--- config.mk ---
export PLATFORM = sky130hd
export DESIGN_NAME = mmu_tlb_ctrl
export DESIGN_NICKNAME = d
export VERILOG_FILES = /design/src/rtl/mmu_tlb_ctrl.sv
export SDC_FILE = /design/constraint.sdc
export NUM_CORES = 1
export LEC_CHECK = 0
export BUFFER_PORTS_ARGS = -buffer_cell sky130_fd_sc_hd__buf_2
export CORE_AREA = 2 2 122 124
export CTS_CLUSTER_SIZE = 8
export DETAILED_ROUTE_END_ITERATION = 10
export DIE_AREA = 0 0 124 126
export PLACE_DENSITY = 0.75
export SETUP_SLACK_MARGIN = 0.15
export SLEW_MARGIN = 20
export SYNTH_ARGS = -nofsm -noshare
export SYNTH_HDL_FRONTEND = slang
export SYNTH_SLANG_ARGS = --single-unit
--- constraint.sdc ---
create_clock -name BCLK -period 1.8 [get_ports BCLK]
set_input_delay 0.45 -clock BCLK [delete_from_list [all_inputs] [get_ports BCLK]]
set_output_delay 0.45 -clock BCLK [all_outputs]
set_load 0.02 [all_outputs]
--- src/rtl/mmu_tlb_ctrl.sv ---
// mmu_tlb_ctrl: translation controller for the four-entry MMU tag RAM.
// Looks up a virtual address in the tag RAM, walks a single-level page
// table over a request/acknowledge port on a miss, refills the tag RAM,
// and invalidates all four entries on a flush command.
// Every output is driven straight from a flop.
module mmu_tlb_ctrl (
    input  logic        BCLK,
    input  logic        BRESET,
    input  logic        REQ,
    input  logic        WRITE,
    input  logic [31:0] VADR,
    input  logic        FLUSH,
    input  logic [15:0] PTB,
    output logic [1:0]  TAG_RD,
    input  logic [35:0] TAG_DATA,
    output logic [31:0] VADR_W,
    output logic        WR_MRAM,
    output logic [23:0] MMU_DIN,
    output logic        MEM_REQ,
    output logic [31:0] MEM_ADDR,
    input  logic        MEM_ACK,
    input  logic [31:0] MEM_DATA,
    output logic        BUSY,
    output logic        DONE,
    output logic        FAULT,
    output logic [31:0] PADDR
);

    typedef enum logic [2:0] {
        ST_IDLE   = 3'd0,
        ST_LOOKUP = 3'd1,
        ST_WALK   = 3'd2,
        ST_FILL   = 3'd3,
        ST_FLUSH  = 3'd4,
        ST_RESP   = 3'd5
    } state_t;

    state_t      state_r, state_s;
    logic [31:0] va_l_r, va_l_s;
    logic        wr_l_r, wr_l_s;
    logic [2:0]  cnt_r, cnt_s;

    logic        busy_r, busy_s;
    logic        done_r, done_s;
    logic        fault_r, fault_s;
    logic [31:0] paddr_r, paddr_s;
    logic        mem_req_r, mem_req_s;
    logic [31:0] mem_addr_r, mem_addr_s;
    logic        wr_mram_r, wr_mram_s;
    logic [23:0] mmu_din_r, mmu_din_s;
    logic [31:0] vadr_w_r, vadr_w_s;
    logic [1:0]  tag_rd_r, tag_rd_s;

    logic        hit_s;
    logic        perm_ok_s;
    logic        unused_s;

    // Write-side address for flush step cnt; the last step keeps index 3 so
    // the address stays put while the final write completes.
    function automatic logic [31:0] flush_addr(input logic [2:0] cnt);
        logic [1:0] idx;
        idx = (cnt > 3'd3) ? 2'd3 : cnt[1:0];
        return {12'h000, idx, 18'h00000};
    endfunction

    assign hit_s     = (TAG_DATA[35:24] == va_l_r[31:20]) && TAG_DATA[0];
    assign perm_ok_s = !wr_l_r || TAG_DATA[1];
    // PTE bits [17:2] and entry bits [9:2] carry nothing this block uses.
    assign unused_s  = ^{MEM_DATA[17:2], TAG_DATA[9:2]};

    // State register and registered outputs.
    always_ff @(posedge BCLK or negedge BRESET) begin
        if (!BRESET) begin
            state_r    <= ST_IDLE;
            va_l_r     <= 32'h0000_0000;
            wr_l_r     <= 1'b0;
            cnt_r      <= 3'd0;
            busy_r     <= 1'b0;
            done_r     <= 1'b0;
            fault_r    <= 1'b0;
            paddr_r    <= 32'h0000_0000;
            mem_req_r  <= 1'b0;
            mem_addr_r <= 32'h0000_0000;
            wr_mram_r  <= 1'b0;
            mmu_din_r  <= 24'h00_0000;
            vadr_w_r   <= 32'h0000_0000;
            tag_rd_r   <= 2'd0;
        end else begin
            state_r    <= state_s;
            va_l_r     <= va_l_s;
            wr_l_r     <= wr_l_s;
            cnt_r      <= cnt_s;
            busy_r     <= busy_s;
            done_r     <= done_s;
            fault_r    <= fault_s;
            paddr_r    <= paddr_s;
            mem_req_r  <= mem_req_s;
            mem_addr_r <= mem_addr_s;
            wr_mram_r  <= wr_mram_s;
            mmu_din_r  <= mmu_din_s;
            vadr_w_r   <= vadr_w_s;
            tag_rd_r   <= tag_rd_s;
        end
    end

    // Next-state logic and next values for the output flops.
    always_comb begin
        state_s    = state_r;
        va_l_s     = va_l_r;
        wr_l_s     = wr_l_r;
        cnt_s      = cnt_r;
        fault_s    = fault_r;
        paddr_s    = paddr_r;
        mem_addr_s = mem_addr_r;
        mmu_din_s  = mmu_din_r;
        vadr_w_s   = vadr_w_r;
        tag_rd_s   = tag_rd_r;
        case (state_r)
            ST_IDLE: begin
                if (FLUSH) begin
                    // A simultaneous REQ is dropped on purpose.
                    state_s   = ST_FLUSH;
                    cnt_s     = 3'd0;
                    mmu_din_s = 24'h00_0000;
                    vadr_w_s  = flush_addr(3'd0);
                end else if (REQ) begin
                    state_s  = ST_LOOKUP;
                    va_l_s   = VADR;
                    wr_l_s   = WRITE;
                    vadr_w_s = VADR;
                    tag_rd_s = VADR[19:18];
                end else begin
                    state_s = ST_IDLE;
                end
            end
            ST_LOOKUP: begin
                if (hit_s) begin
                    state_s = ST_RESP;
                    if (perm_ok_s) begin
                        fault_s = 1'b0;
                        paddr_s = {TAG_DATA[23:10], va_l_r[17:0]};
                    end else begin
                        fault_s = 1'b1;
                        paddr_s = 32'h0000_0000;
                    end
                end else begin
                    state_s    = ST_WALK;
                    mem_addr_s = {PTB, va_l_r[31:18], 2'b00};
                end
            end
            ST_WALK: begin
                if (MEM_ACK) begin
                    mem_addr_s = 32'h0000_0000;
                    if (MEM_DATA[0]) begin
                        state_s   = ST_FILL;
                        mmu_din_s = {MEM_DATA[31:18], 8'h00, MEM_DATA[1:0]};
                    end else begin
                        state_s = ST_RESP;
                        fault_s = 1'b1;
                        paddr_s = 32'h0000_0000;
                    end
                end else begin
                    state_s = ST_WALK;
                end
            end
            ST_FILL: begin
                // Re-lookup picks up the fresh entry and applies the W check.
                state_s = ST_LOOKUP;
            end
            ST_FLUSH: begin
                if (cnt_r == 3'd4) begin
                    state_s = ST_IDLE;
                end else begin
                    cnt_s    = cnt_r + 3'd1;
                    vadr_w_s = flush_addr(cnt_r + 3'd1);
                end
            end
            ST_RESP: begin
                state_s = ST_IDLE;
            end
            default: begin
                state_s = ST_IDLE;
            end
        endcase
        busy_s    = (state_s != ST_IDLE);
        done_s    = (state_s == ST_RESP);
        mem_req_s = (state_s == ST_WALK);
        // The tag RAM writes the address it registered one cycle earlier, so
        // the flush write strobe trails the index by one cycle.
        wr_mram_s = (state_s == ST_FILL) || ((state_s == ST_FLUSH) && (cnt_s != 3'd0));
    end

    assign TAG_RD   = tag_rd_r;
    assign VADR_W   = vadr_w_r;
    assign WR_MRAM  = wr_mram_r;
    assign MMU_DIN  = mmu_din_r;
    assign MEM_REQ  = mem_req_r;
    assign MEM_ADDR = mem_addr_r;
    assign BUSY     = busy_r;
    assign DONE     = done_r;
    assign FAULT    = fault_r;
    assign PADDR    = paddr_r;

endmodule

==> summary.txt, run 1 <==
Largest net degree at the start of global routing = 50
DR iter-0 viols = 282
Die height = 126 um
Multi-input gate area = 2520 um^2
Clk buf depth = 2
VDD IR max = 0.632 mV
Hold Crit Class = in2reg
Cell variety after synth = 41
Final Skew = 0.00646 ns
Register area = 3850 um^2
Syn Area/Cell = 10.6 um^2
Total of max-cap violations = 0
CTS tree = built
Critical path endpoint category = flip-flop
Die Wd = 124 um
First-pass GRT wire length = 28.0 mm
Ratio of final minimum period to clock period = 102%
Fillers = 1156
Initial Util = 43.0%
Rows = 44
Fin. max-slew vios = 0
Vias = 5254
Crit path max-delay family = buffers and inverters
Syn Inst Count = 581
Antenna violations before repair = 1
Final Core Density = 64.0%
Synth Cell Area = 6160 um^2
Post-synth EDFFs = 0
Post-synthesis sequential area ratio = 62.6%
Pwr Density = 1340 nW/um^2
ANT nets after route = 0
Hold path start = WRITE
Pleak = 5.07 nW
Die ar. = 15600 um^2
Crit path max fanout = 9
Leading cell type in the layout, fill and taps excluded = buf_2
Vias per inst = 5.12
Crit path DAT = 2.17 ns
Worst hold slack = 0.228 ns
Nets@finish = 953
Fin worst setup slack = -0.0283 ns
CP Launch Point = state_r[0]
Wire per inst = 17.7 um
RR Startpoint = state_r[0]
Core footprint = 14300 um^2
CP required = 2.15 ns
RSZ-0062 raised after global routing = true
Critical path buffers and inverters = 4
Finished Cell Area = 9160 um^2
Clock slew at reported path FFs = 0.06 ns
Worst-Skew Late Latency = 0.42 ns
Grt ovf = 0
CP max stage cell = dfrtp_1
Slew @ Worst Pin = 0.620 ns
Share of layout cells above drive strength 1 = 47.2%
Outcome = finished with violations
Dpl cell area = 7590 um^2
CP cell instances = nor3b_2 > and3_2 > nand4_1 > buf_6 > buf_12 > buf_12 > buf_16 > o21ai_2
Critical Path Max Stage Delay = 0.49 ns
Detailed Route WL = 18.2 mm
Number of global-route vias before repair = 5237
Root buffer cell = clkbuf_16
Most frequent cells in the layout = buf_2 (213), dfrtp_1 (154), nand2_1 (144)
Sink Count = 154
Remaining DRCs = 0
Tmin final = 1.83 ns
GP Congestion = 0.837
CTS buffer count = 17
Failing checks = setup timing
Asr flop ratio synth = 100%
Critical path type = reg2reg
Total Routing Usage GR = 23.8%
Prevailing post-synth register cell = dfrtp_1
Detailed placement HPWL = 11.0 mm
Hold Fails Final Rpt = 0
Seq cells post-synth = 154
I/O Pins = 249
Fmax = 0.547 GHz
Synthesis Warnings = 0
# setup viols final = 39
Port Buffer Count = 214
H-tree levels = 4
Slew headroom = 58.6%
CP startpoint kind = flip-flop
CP most frequent cell = buf_12
Area Overhead vs Synth = 48.6%
Iteration count of the initial detailed-routing pass = 5
routing by layer:
metal	up-vias	track usage [%]	routed length, um
met3	36	5.25	1040
li1	2460	-	-
met5	-	0	0
met2	193	38.5	9130
met4	0	10.2	526
met1	2565	30.9	7460
tightest hold or removal path: stages:
cell and delay (ns):
buf_2 0.07, nand2_1 0.04, nand2_1 0.05
final timing paths:
| kind | end | slack [ns] | cells past startpoint |
|---|---|---|---|
| setup reg to reg | PADDR[11] | -0.03 | 8 |
| hold / removal | wr_l_r | 0.23 | 3 |
| min in group asynchronous | va_l_r[12] | 0.47 | 2 |
| max in group asynchronous | PADDR[23] | 0.74 | 3 |
| hold reg to reg | VADR_W[13] | 0.48 | 2 |
| setup / recovery | PADDR[11] | -0.03 | 8 |
area by class of cell:
cell class	instances	share of cell area [%]
Antenna cell	1	0.0273
Clock buffer	20	4.88
Clock inverter	11	1.60
Inverter	5	0.205
Multi-Input combinational cell	382	27.5
Sequential cell	154	42.1
Tap cell	184	2.51
Timing Repair Buffer	269	21.2
report_power, final:
part           internal (mW)  switching, mW  leakage, nW
registers               4.25          0.567         2.05
logic                   1.61           2.22         2.74
clock network           2.21           1.40        0.286
synthesized netlist by cell type, drive strengths merged, types with 2 or more instances:
cell type / number / area (um^2)
clkbuf: 20 / 75.1
xnor2: 6 / 52.6
a21oi: 6 / 30.0
o31ai: 2 / 28.8
nor2b: 2 / 12.5
a311oi: 2 / 17.5
nor2: 10 / 37.5
a22o: 59 / 517
a31oi: 2 / 12.5
and3: 3 / 20.0
nand4: 4 / 25.0
or2: 2 / 12.5
ha: 2 / 25.0
o211ai: 2 / 15.0
buf: 29 / 193
xor2: 7 / 61.3
inv: 5 / 18.8
dfrtp: 154 / 3850
nor3: 3 / 15.0
a21o: 2 / 15.0
o21ai: 36 / 180
nand2b: 2 / 12.5
and2: 2 / 13.8
nand3: 36 / 180
nand2: 174 / 653
registers in the layout (all words and copies together) (netlist names):
name	flops
BUSY	1
DONE	1
FAULT	1
MEM_ADDR	30
MEM_REQ	1
MMU_DIN	16
PADDR	32
VADR_W	32
WR_MRAM	1
cnt_r	3
state_r	3
va_l_r	32
wr_l_r	1
cells by family (layout without fill, tap and decap cells):
kind of cell,Yosys count,in the layout,synth area share (%)
compound gates,111,111,13.2
xor+xnor,13,13,1.85
fa+ha+maj,2,2,0.406
buf+inv,54,305,4.65
flops,154,154,62.6
mux,2,2,0.345
other cells,1,11,0.0609
simple gates,244,244,16.9
through the flow:
step	setup WS (ns)	setup TNS, ns	power (mW)	instances
floorplan	0.0693	0	6.79	590
global placement	-0.221	-6.22	8.02	968
detailed placement	-0.239	-6.74	8.11	968
CTS	-0.0625	-1.73	12.1	1023
global route	-0.126	-5.17	13.0	1025
finish	-0.0283	-0.548	12.3	1026
timing repair:
| item | 4_1_cts | 5_1_grt |
|---|---|---|
| hold buffers | 1 | 0 |
| pin swaps | 60 | 53 |
| cloned | 13 | 1 |
| resized for setup | 80 | 59 |
| buffers inserted | 10 | 1 |
| hold endpoints to repair | 25 | 0 |
| endpoints found under the setup margin | 116 | 104 |
(Power assumes the default switching activity.)
==> run 2, diff against run 1 <==
MAX_ROUTING_LAYER = met4   (was not set)
==> run 2 against run 1 <==
  * The flow still finishes with violations (setup timing)
  * Die area stayed put
  * Clock-buffer cell count is the same
  * Non-clock buffer count increased by 1
  * Global-route usage increased by 0.68 points
  * Highest routed layer unchanged
==> summary.txt, run 2 (synthesis results as in run 1) <==
Ratio of final minimum period to clock period = 102% (about the same)
Fmax = 0.547 GHz (about the same)
Clock power share = 29.3% (about the same)
RR Startpoint = va_l_r[29]
CP max stage cell = or4_4
Cells on worst reg2reg path = 6 (-2)
Outcome = finished with violations
Pwr Density = 1340 nW/um^2 (+0.26%)
Hold path depth = 3 (unchanged)
Number of global-route vias before repair = 5241 (+0.076%)
Final Skew = 0.00722 ns (+0.000756 ns)
Total Routing Usage GR = 24.5% (+0.68 points)
Area Overhead vs Synth = 49.0%
Reg power frac = 39.1% (-0.2 points)
Total of max-cap violations = 0 (unchanged)
CP cell instances = xnor2_2 > nand4_1 > or4_4 > o31ai_4 > buf_12 > a22o_1
First-pass GRT wire length = 28.0 mm (about the same)
H-tree levels = 4 (unchanged)
Die Wd = 124 um (unchanged)
Core footprint = 14300 um^2 (unchanged)
Worst r2r dst = MEM_ADDR[10]
FF-to-FF setup slack = -0.03 ns (about the same)
Remaining DRCs = 0 (unchanged)
Post-Place Worst Slack = -0.239 ns (unchanged)
Wire per inst = 17.7 um (+0.17%)
Fillers = 1151 (-0.43%)
Grt ovf = 0 (unchanged)
Post-Layout Cell Count = 1027 (+0.097%)
Rows = 44 (unchanged)
Antenna violations before repair = 1 (unchanged)
# setup viols final = 38 (-2.6%)
Share of layout cells above drive strength 1 = 47.3% (+0.063 points)
Critical path type = reg2reg
Iteration count of the initial detailed-routing pass = 5 (unchanged)
Fin. max-slew vios = 0 (unchanged)
Sw power = 4.20 mW (+0.57%)
Worst-Skew Late Latency = 0.42 ns (about the same)
Hold path start = WRITE
Clk buf depth = 2 (unchanged)
Hold Fails Final Rpt = 0 (unchanged)
Critical path endpoint category = flip-flop
Logic pwr share = 31.6% (+0.3 points)
Vias per inst = 5.15 (+0.55%)
Crit path DAT = 2.18 ns (about the same)
CP startpoint kind = flip-flop
CP required = 2.15 ns (about the same)
GP Congestion = 0.850 (+1.5%)
Detailed Route WL = 18.2 mm (+0.27%)
VDD IR max = 0.635 mV (+0.56%)
Most frequent cells in the layout = buf_2 (213), dfrtp_1 (154), nand2_1 (144)
Hold Crit Class = in2reg
Sink Count = 154 (unchanged)
Die ar. = 15600 um^2 (unchanged)
DR iter-0 viols = 264 (-6.4%)
Final setup TNS = -0.529 ns (+0.0183 ns)
Hold worst-path end = wr_l_r
Crit path max fanout = 20 (+11)
Slew headroom = 58.3% (-0.37 points)
Die height = 126 um (unchanged)
Placed instance count = 968 (unchanged)
Sw Share = 34.1% (about the same)
ANT nets after route = 0 (unchanged)
Nets@finish = 954 (+0.10%)
Port Buffer Count = 214 (unchanged)
CTS buffer count = 17 (unchanged)
Pleak = 5.09 nW (+0.22%)
I/O Pins = 249 (unchanged)
Internal = 8.11 mW (+0.48%)
Tmin final = 1.83 ns (-0.000855 ns)
Overall Power = 12.3 mW (+0.51%)
Largest net degree at the start of global routing = 50 (unchanged)
Fin worst setup slack = -0.0274 ns (+0.000855 ns)
Leading cell type in the layout, fill and taps excluded = buf_2
Initial Util = 43.0% (unchanged)
RSZ-0062 raised after global routing = true
Critical Path Max Stage Delay = 0.44 ns (-0.05 ns)
Failing checks = setup timing
Vias = 5288 (+0.65%)
Root buffer cell = clkbuf_16
Detailed placement HPWL = 11.0 mm (unchanged)
Clock slew at reported path FFs = 0.06 ns (about the same)
Slew @ Worst Pin = 0.626 ns (+0.00551 ns)
CTS tree = built
## run 2: layout make-up
class                   instances  area [um^2]  area share, %
multi-input cells             382         2530           27.6
clock buffers                  20          447           4.87
repair buffers                270         1950           21.3
well taps                     184          230           2.51
diodes                          1         2.50         0.0273
clock inverters                11          146           1.60
flip-flops and latches        154         3850           42.0
inverters                       5         18.8          0.204
## run 2: how the worst max path moves through the flow
stage                       from           end  slack, ns  cells after the start
finish                va_l_r[29]  MEM_ADDR[10]      -0.03                      6
global route          va_l_r[31]     PADDR[23]      -0.13                      8
CTS                   va_l_r[29]  MEM_ADDR[31]      -0.06                      6
detailed placement  TAG_DATA[31]  MEM_ADDR[30]      -0.24                      7
global placement    TAG_DATA[31]  MEM_ADDR[30]      -0.22                      7
floorplan           TAG_DATA[35]  MEM_ADDR[16]       0.07                      7
## run 2: through the flow
stage | instance area [um^2] | hold WS [ns] | util [%]
6_report | 9180 | 0.227 | 64.1
5_1_grt | 9180 | 0.226 | 64.1
4_1_cts | 8940 | 0.207 | 62.5
3_5_place_dp | 7590 | 0.348 | 53.1
3_3_place_gp | 7590 | 0.349 | 53.1
2_1_floorplan | 6260 | 0.154 | -
## run 2: per-layer routing
metal / GRT usage, % / routed length (um) / part of all wire, %
met4: 10.4 / 509 / 2.8
met5: - / 0 / 0
met2: 38.5 / 9160 / 50
met3: 4.85 / 918 / 5.0
met1: 31.0 / 7620 / 42
## run 2: repair_timing
action | 4_1_cts | 5_1_grt
pin swaps | 60 | 53
endpoints found under the hold margin | 25 | 0
setup buffers | 10 | 2
resized for setup | 80 | 62
setup endpoints to repair | 116 | 104
hold buffers | 1 | 0
cloned | 13 | 1
## run 2: critical path: cells and delay by family (launching register included)
family          cells  cell delay [ns]
compound gates      2             0.40
xor+xnor            1             0.20
buf+inv             1             0.19
flops               1             0.41
simple gates        2             0.55
## run 2: power by group through the flow
| stage | registers (mW) | logic [mW] | clock network (mW) |
|---|---|---|---|
| floorplan | 5.21 | 1.58 | 0 |
| global placement | 4.80 | 3.21 | 0 |
| detailed placement | 4.81 | 3.30 | 0 |
| CTS | 4.78 | 3.63 | 3.66 |
| global route | 4.90 | 4.26 | 3.85 |
| finish | 4.82 | 3.89 | 3.61 |
